`src/rtl/wildcard_match_sequencer.sv`:
```
// Scans a table of value/mask/enable entries one per cycle against a latched request word
// and returns the first (lowest-index) wildcard match, or a miss; one request in flight.
module wildcard_match_sequencer #(
  parameter int DATA_W      = 8,
  parameter int NUM_ENTRIES = 4,
  parameter int CNT_W       = 16,
  localparam int IDX_W      = $clog2(NUM_ENTRIES)
) (
  input  logic              i_clk,
  input  logic              i_rst_n,
  input  logic              i_cfg_we,
  input  logic [IDX_W-1:0]  i_cfg_idx,
  input  logic [DATA_W-1:0] i_cfg_value,
  input  logic [DATA_W-1:0] i_cfg_mask,
  input  logic              i_cfg_en,
  output logic              o_cfg_err,
  input  logic              i_req_valid,
  output logic              o_req_ready,
  input  logic [DATA_W-1:0] i_req_data,
  output logic              o_rsp_valid,
  input  logic              i_rsp_ready,
  output logic              o_rsp_hit,
  output logic [IDX_W-1:0]  o_rsp_idx,
  output logic [CNT_W-1:0]  o_hit_count
);

  // Table is padded to a power of two so the scan pointer can index it directly;
  // padding entries can never be written and so stay disabled.
  localparam int DEPTH = 1 << IDX_W;

  typedef enum logic [1:0] {
    IDLE,
    SCAN,
    RESP
  } state_t;

  state_t state;
  state_t state_nxt;

  logic [DATA_W-1:0] value [DEPTH];
  logic [DATA_W-1:0] mask  [DEPTH];
  logic [DEPTH-1:0]  en;

  logic [DATA_W-1:0] data;
  logic [IDX_W-1:0]  ptr;
  logic              hit;
  logic              last;
  logic              cfg_ok;
  logic              rsp_hit_q;
  logic [IDX_W-1:0]  rsp_idx_q;
  logic [CNT_W-1:0]  hit_count_q;
  logic              cfg_err_q;

  assign hit    = en[ptr] & (((data ^ value[ptr]) & ~mask[ptr]) == '0);
  assign last   = (ptr == IDX_W'(NUM_ENTRIES - 1));
  assign cfg_ok = (state == IDLE) && (int'(i_cfg_idx) < NUM_ENTRIES);

  always_ff @(posedge i_clk or negedge i_rst_n) begin
    if (!i_rst_n) begin
      state <= IDLE;
    end else begin
      state <= state_nxt;
    end
  end

  always_comb begin
    state_nxt   = state;
    o_req_ready = 1'b0;
    o_rsp_valid = 1'b0;
    case (state)
      IDLE: begin
        o_req_ready = 1'b1;
        if (i_req_valid) state_nxt = SCAN;
      end
      SCAN: begin
        if (hit || last) state_nxt = RESP;
      end
      RESP: begin
        o_rsp_valid = 1'b1;
        if (i_rsp_ready) state_nxt = IDLE;
      end
      default: state_nxt = IDLE;
    endcase
  end

  always_ff @(posedge i_clk or negedge i_rst_n) begin
    if (!i_rst_n) begin
      for (int e = 0; e < DEPTH; e++) begin
        value[e] <= '0;
        mask[e]  <= '0;
      end
      en          <= '0;
      data        <= '0;
      ptr         <= '0;
      rsp_hit_q   <= 1'b0;
      rsp_idx_q   <= '0;
      hit_count_q <= '0;
      cfg_err_q   <= 1'b0;
    end else begin
      // A write in the accept cycle lands before the first compare, so the scan sees it.
      if (i_cfg_we && cfg_ok) begin
        value[i_cfg_idx] <= i_cfg_value;
        mask[i_cfg_idx]  <= i_cfg_mask;
        en[i_cfg_idx]    <= i_cfg_en;
      end
      cfg_err_q <= i_cfg_we & ~cfg_ok;

      if (state == IDLE && i_req_valid) begin
        data <= i_req_data;
        ptr  <= '0;
      end else if (state == SCAN) begin
        if (hit) begin
          rsp_hit_q <= 1'b1;
          rsp_idx_q <= ptr;
        end else if (last) begin
          rsp_hit_q <= 1'b0;
          rsp_idx_q <= '0;
        end else begin
          ptr <= ptr + 1'b1;
        end
      end

      if (state == RESP && i_rsp_ready && rsp_hit_q && (hit_count_q != '1)) begin
        hit_count_q <= hit_count_q + 1'b1;
      end
    end
  end

  assign o_rsp_hit   = rsp_hit_q;
  assign o_rsp_idx   = rsp_idx_q;
  assign o_hit_count = hit_count_q;
  assign o_cfg_err   = cfg_err_q;

endmodule

```
`config.mk`:
```
export PLATFORM = sky130hd
export DESIGN_NAME = wildcard_match_sequencer
export DESIGN_NICKNAME = d
export VERILOG_FILES = /design/src/rtl/wildcard_match_sequencer.sv
export SDC_FILE = /design/constraint.sdc
export NUM_CORES = 1
export LEC_CHECK = 0
export ABC_AREA = 1
export BUFFER_PORTS_ARGS = -buffer_cell sky130_fd_sc_hd__buf_2
export CAP_MARGIN = 20
export CORE_AREA = 5 5 96 98
export CTS_CLUSTER_SIZE = 20
export DETAILED_ROUTE_END_ITERATION = 10
export DIE_AREA = 0 0 101 103
export HOLD_SLACK_MARGIN = 0.08
export PLACE_DENSITY = 0.77
export SYNTH_ARGS = -nofsm -noshare
export SYNTH_HDL_FRONTEND = slang
export SYNTH_SLANG_ARGS = --single-unit
```
`constraint.sdc`:
```
create_clock -name i_clk -period 2.3 [get_ports i_clk]
set_input_delay 0.115 -clock i_clk [delete_from_list [all_inputs] [get_ports i_clk]]
set_output_delay 0.115 -clock i_clk [all_outputs]
set_load 0.1 [all_outputs]
```
### Word level (Yosys, flattened, before mapping)

Cells that the tools add are included.

| storage, ports and cells | value |
|---|---|
| register bits | 100 |
| bits of input ports | 32 |
| output and inout port bits | 22 |
| word-level logic and storage cells | 86 |

| operators by class | value |
|---|---|
| $add $sub $neg | 2 |
| $lt $le $gt $ge | 6 |
| equality and inequality tests | 9 |
| muxes and demuxes | 29 |
| bitwise logic cells | 9 |
| reductions and logical operators | 15 |

Operators with widths:

| operator | count |
|---|---|
| $bwmux W32 | 2 |
| $mux W8 | 5 |
| $bmux W8 S2 | 2 |
| $mux W2 | 9 |
| $add A16 B1 Y16 const B | 1 |
| $demux W8 S2 | 1 |
| $ne A16 B16 Y1 const B | 1 |
| $reduce_and A3 Y1 | 3 |
| $and A8 B8 Y8 | 1 |
| $logic_not A8 Y1 | 1 |
| $not A8 Y8 | 1 |
| $xor A8 B8 Y8 | 1 |
| $logic_and A1 B1 Y1 | 7 |
| $ge A3 B3 Y1 const B | 2 |
| $lt A2 B3 Y1 const B | 2 |
| $mux W1 | 6 |
| $ne A2 B2 Y1 const B | 3 |
| $not A2 Y3 | 2 |
| $pmux W2 S3 | 1 |
| $bwmux W4 | 1 |
| $eq A2 B2 Y1 const B | 2 |
| $ne A2 B1 Y1 const B | 2 |
| $reduce_bool A2 Y1 | 2 |
| $lt A3 B1 Y1 const B | 1 |
| 9 further kinds | 11 |

### Logic depth before layout (Yosys ltp)

| depth | value |
|---|---|
| depth in word-level cells | 11 |
| mapped depth | 15 |
| gate-level depth less buffers | 14 |

### Worst setup path before layout

No wires, ideal clock.

| path | value |
|---|---|
| kind | flip-flop to flip-flop |
| start | register state[1] |
| end | register data[4] |
| setup time | 0.125 ns |
| data arrival time | 2.613 ns |
| required time | 2.175 ns |
| path slack | -0.438 ns |
| stages on the path, launching flop included | 5 |
| buffers on the path | 1 |
| period minus slack after synthesis | 2.738 ns |
| cell sequence | dfrtp_1 > nor2_1 > nand2_1 > clkbuf_1 > mux2_2 |

| on the way | value |
|---|---|
| cells in the longest elaborated chain, start to end | 2 |

Ends and longest elaborated chain:

| item | line | source |
|---|---|---|
| start: declaration | 37 | `state_t state;` |
| start signal: assignment | 62 | `state <= state_nxt;` |
| $logic_not A2 Y1 | 108 | `if (state == IDLE && i_req_valid) begin` |
| $logic_and A1 B1 Y1 | 108 |  |
| end signal: assignment | 109 | `data <= i_req_data;` |
| end: declaration | 44 | `logic [DATA_W-1:0] data;` |

No other way between the ends.
A chain may end at the register's enable or synchronous reset.

### Worst setup path after layout

| path | value |
|---|---|
| start | register ptr[1] |
| end | register rsp_idx_q[0], in the netlist o_rsp_idx[0] |

| on the way | value |
|---|---|
| cells in the longest elaborated chain, start to end | 10 |
| elaborated cells between the ends (all ways) | 18 |
| classes of those cells | 1 x eq/ne; 9 x mux; 5 x bitwise; 3 x reduce/logical |

Ends and longest elaborated chain:

| item | line | source |
|---|---|---|
| start: declaration | 45 | `logic [IDX_W-1:0] ptr;` |
| start signal: assignment | 119 | `ptr <= ptr + 1'b1;` |
| $not A2 Y3 (not written as such) | 54 | `assign hit = en[ptr] & (((data ^ value[ptr]) & ~mask[ptr]) == '0);` |
| $bmux W8 S2 | 54 |  |
| $mux W8 (not written as such) (2 in series) | 54 |  |
| $xor A8 B8 Y8 or $not A8 Y8 (tied branches) | 54 |  |
| $and A8 B8 Y8 | 54 |  |
| $logic_not A8 Y1 | 54 |  |
| $and A1 B1 Y1 | 54 |  |
| $reduce_bool A2 Y1 (no source line) | n/a |  |
| $reduce_and A3 Y1 (no source line) | n/a |  |
| end signal: assignment | 114 | `rsp_idx_q <= ptr;` |
| end: declaration | 50 | `logic [IDX_W-1:0] rsp_idx_q;` |

Several ways; a longest one is shown, not always the timed one. The select of a mux whose other input is x is not followed.

==> flow_metrics.env <==
export IMPL_status="finished clean"
export IMPL_yosys_area_share_xor_xnor_pct=2.70
export IMPL_crit_path_start_kind="register"
export IMPL_finalClockSkew_ns=0.00988
export IMPL_post_cts_setup_buffers=0
export IMPL_cts_buffer_depth=2
export IMPL_ant_nets=0
export IMPL_maxCapViolations=0
export IMPL_yosys_area_top_type_share_pct=51.5
export IMPL_drt_wl_total_mm=11.1
export IMPL_hold_ws_ns=0.0935
export IMPL_path_class="register to register"
export IMPL_port_buffers=53
export IMPL_place_congestion=0.890
export IMPL_area_growth_pct=16.5
export IMPL_cpMaxStageDelayCell="dfrtp_1"
export IMPL_synth_compound_area_share_pct=8.48
export IMPL_numCtsBuffers=9
export IMPL_drt_iter0_drc=257
export IMPL_ff2ff_path_depth=11
export IMPL_synth_simple_area_share_pct=26.2
export IMPL_synth_adder_area_share_pct=0.515
export IMPL_fillers=700
export IMPL_ioPinCount=54
export IMPL_cts_tree="built"
export IMPL_fin_crit_sh_pct=84.3
export IMPL_netlist_instances=602
export IMPL_combinationalPowerShare_pct=42.7
export IMPL_grt_max_degree=101
export IMPL_muxShareOfSynthArea_pct=1.16
export IMPL_core_area_mm2=0.00838
export IMPL_grt_pass1_vias=4100
export IMPL_num_nets_final=710
export IMPL_swShare_pct=43.3
export IMPL_cp_buffers_inverters=1
export IMPL_drive_gt1_share_pct=14.4
export IMPL_rows=34
export IMPL_die_h_um=103
export IMPL_setup_tns_ns=0
export IMPL_cts_resized_gates=0
export IMPL_synth_edf_count=0
export IMPL_ir_drop_v=0.000646
export IMPL_seqPwrFrac_pct=40.1
export IMPL_wl_per_cell_um=14.0
export IMPL_yosys_top_cells_area="dfrtp_1 (52%), nand2_1 (15%), o21ai_0 (7.7%)"
export IMPL_p_int_w=0.00411
export IMPL_crit_cells=11
export IMPL_netlist_top_cell_by_area="dfrtp_1"
export IMPL_grt_usage_pct=22.8
export IMPL_num_vias=4117
export IMPL_async_reset_ff_share_pct=100
export IMPL_min_period_ns=1.94
export IMPL_fp_dieArea_mm2=0.0104
export IMPL_ys_types=31
export IMPL_powerDensity_mw_per_mm2=1280
export IMPL_setup_viol=0
export IMPL_antenna_cells=0
export IMPL_synth_area_mm2=0.00486
export IMPL_die_x_um=101
export IMPL_clk_pin_slew_ns=0.10
export IMPL_cts_hold_fix_buffers=25
export IMPL_critPathMaxStageDelay_ns=0.71
export IMPL_clock_root_buffer="clkbuf_8"
export IMPL_maxSlewHeadroom_pct=58.7
export IMPL_worstPathMaxFanout=19
export IMPL_hp_class="input pin to register"
export IMPL_hpwl_mm=7.12
export IMPL_arrival_ns=2.20
export IMPL_avgSynthCellArea_um2=8.07
export IMPL_cts_num_sinks=100
export IMPL_drv_slew=0
export IMPL_required_ns=2.57
export IMPL_finalHoldViolations=0
export IMPL_power_leakage_nw=3.00
export IMPL_firstDrtPassIters=6
export IMPL_tightest_slew_ns=0.617
export IMPL_rsz0062_at_grt="no"
export IMPL_switchingPower_w=0.00314
export IMPL_critPathTopFamily="simple AND/OR/NAND/NOR gates"
export IMPL_hold_path_depth=3
export IMPL_synthesis_nets=636
export IMPL_fmax_mhz=516
export IMPL_ys_warn_count=0
export IMPL_synth_top_family_by_area="simple AND/OR/NAND/NOR gates"
export IMPL_worstSkewPairLatency_ns=0.36
export IMPL_h_tree_depth=3
export IMPL_crit_path_end_kind="register"
export IMPL_start_util_pct=58.0
export IMPL_synth_flop_cell="dfrtp_1"
export IMPL_synth_seq_cells=100
export IMPL_antenna_found_initial=0
export IMPL_crit_path_cell_trace="inv_4 > nand3_1 > nand3_1 > nand3_1 > nand2_1 > nor2_4 > nand3_4 > nand2_2 > nand2_2 > nand2_1 > nand2_1"
export IMPL_overflow=0
export IMPL_grt_first_pass_wirelength_mm=18.8
export IMPL_viasPerCell=5.22
export IMPL_clkPwrFrac_pct=17.3
export IMPL_yosysSeqAreaShare_pct=51.5
export IMPL_route_detailed_drc=0
tightest hold or removal path, cell delays in order:
cell and delay (ns):
buf_2 0.07, inv_1 0.07, o21ai_0 0.16
cells in the final DEF (no fill, tap or decap), types with 3 or more instances in the layout:
cell type	netlist	final
mux2_2	5	5
nand3b_1	6	6
o21ai_0	75	75
dlygate4sd3_1	0	25
nor2_1	23	23
inv_1	80	80
nand4_1	6	6
nor2_4	3	3
clkbuf_8	0	9
xor2_1	11	11
xnor2_1	4	4
buf_2	1	52
nand2_1	192	192
a21oi_1	4	4
inv_6	0	3
nand2_2	3	3
or2_2	3	3
dfrtp_1	100	100
nand3_1	41	41
buf_4	3	8
nor3_1	6	6
cells by family (layout without fill, tap and decap cells):
family                     after synthesis  after routing
DFF                                    100            100
buffers and inverters                  106            185
adders and majority gates                2              2
muxes                                    5              5
AOI/OAI and AO/OA                       82             82
and+or+nand+nor                        292            292
xor gates and xnor gates                15             15
routing by layer:
| metal | global-route usage, % | vias up | part of all wire, % | routed length [µm] |
|---|---|---|---|---|
| li1 | - | 2035 | - | - |
| met1 | 30.4 | 1947 | 45 | 5010 |
| met2 | 37.1 | 112 | 48 | 5340 |
| met3 | 4.60 | 23 | 5.0 | 549 |
| met4 | 8.69 | 0 | 1.6 | 182 |
| met5 | 0 | - | 0 | 0 |
cell type report:
class | instances | area [µm²] | area share, %
clock buffers | 10 | 128 | 2.25
clock inverters | 6 | 93.8 | 1.66
inverters | 83 | 314 | 5.55
multi-input cells | 396 | 1900 | 33.5
flip-flops and latches | 100 | 2500 | 44.2
well taps | 108 | 135 | 2.39
repair buffers | 86 | 591 | 10.4
cells in the mapped netlist, types with 4 or more instances:
master	number
dfrtp_1	100
nand4_1	6
buf_6	6
inv_1	80
xor2_1	11
nand3_1	41
nand2_1	192
a21oi_1	4
nand3b_1	6
xnor2_1	4
nor3_1	6
clkbuf_1	13
nor2_1	23
o21ai_0	75
mux2_2	5
final timing paths:
path | start | to | slack [ns]
min reg2reg | mask[30] | mask[30] | 0.48
min in group asynchronous | i_rst_n | value[23] | 0.36
max in group asynchronous | i_rst_n | data[3] | 1.57
max reg2reg | ptr[1] | o_rsp_idx[0] | 0.36
max | ptr[1] | o_rsp_idx[0] | 0.36
min | i_cfg_value[1] | value[1] | 0.09
power by group through the flow:
stage | Clock [W] | Combinational (W) | Sequential [W]
4_1_cts | 0.00126 | 0.00310 | 0.00290
3_3_place_gp | 0 | 0.00294 | 0.00289
6_report | 0.00125 | 0.00309 | 0.00290
5_1_grt | 0.00135 | 0.00351 | 0.00299
2_1_floorplan | 0 | 0.00228 | 0.00309
3_5_place_dp | 0 | 0.00305 | 0.00292
per-stage QoR:
stage / instances / utilization, % / area [µm²] / setup WS (ns) / total power [W]
global route: 789 / 67.5 / 5660 / 0.209 / 0.00785
global placement: 748 / 61.9 / 5190 / 0.421 / 0.00583
CTS: 789 / 67.5 / 5660 / 0.379 / 0.00726
floorplan: 602 / - / 4860 / -0.438 / 0.00537
detailed placement: 748 / 61.9 / 5190 / 0.375 / 0.00597
finish: 789 / 67.5 / 5660 / 0.360 / 0.00725
registers in the layout, indices dropped and copies added (netlist names):
signal,flops
data,8
en,4
mask,32
o_cfg_err,1
o_hit_count,16
o_rsp_hit,1
o_rsp_idx,2
ptr,2
state,2
value,32
No activity file was read; power rests on OpenSTA's default activity.
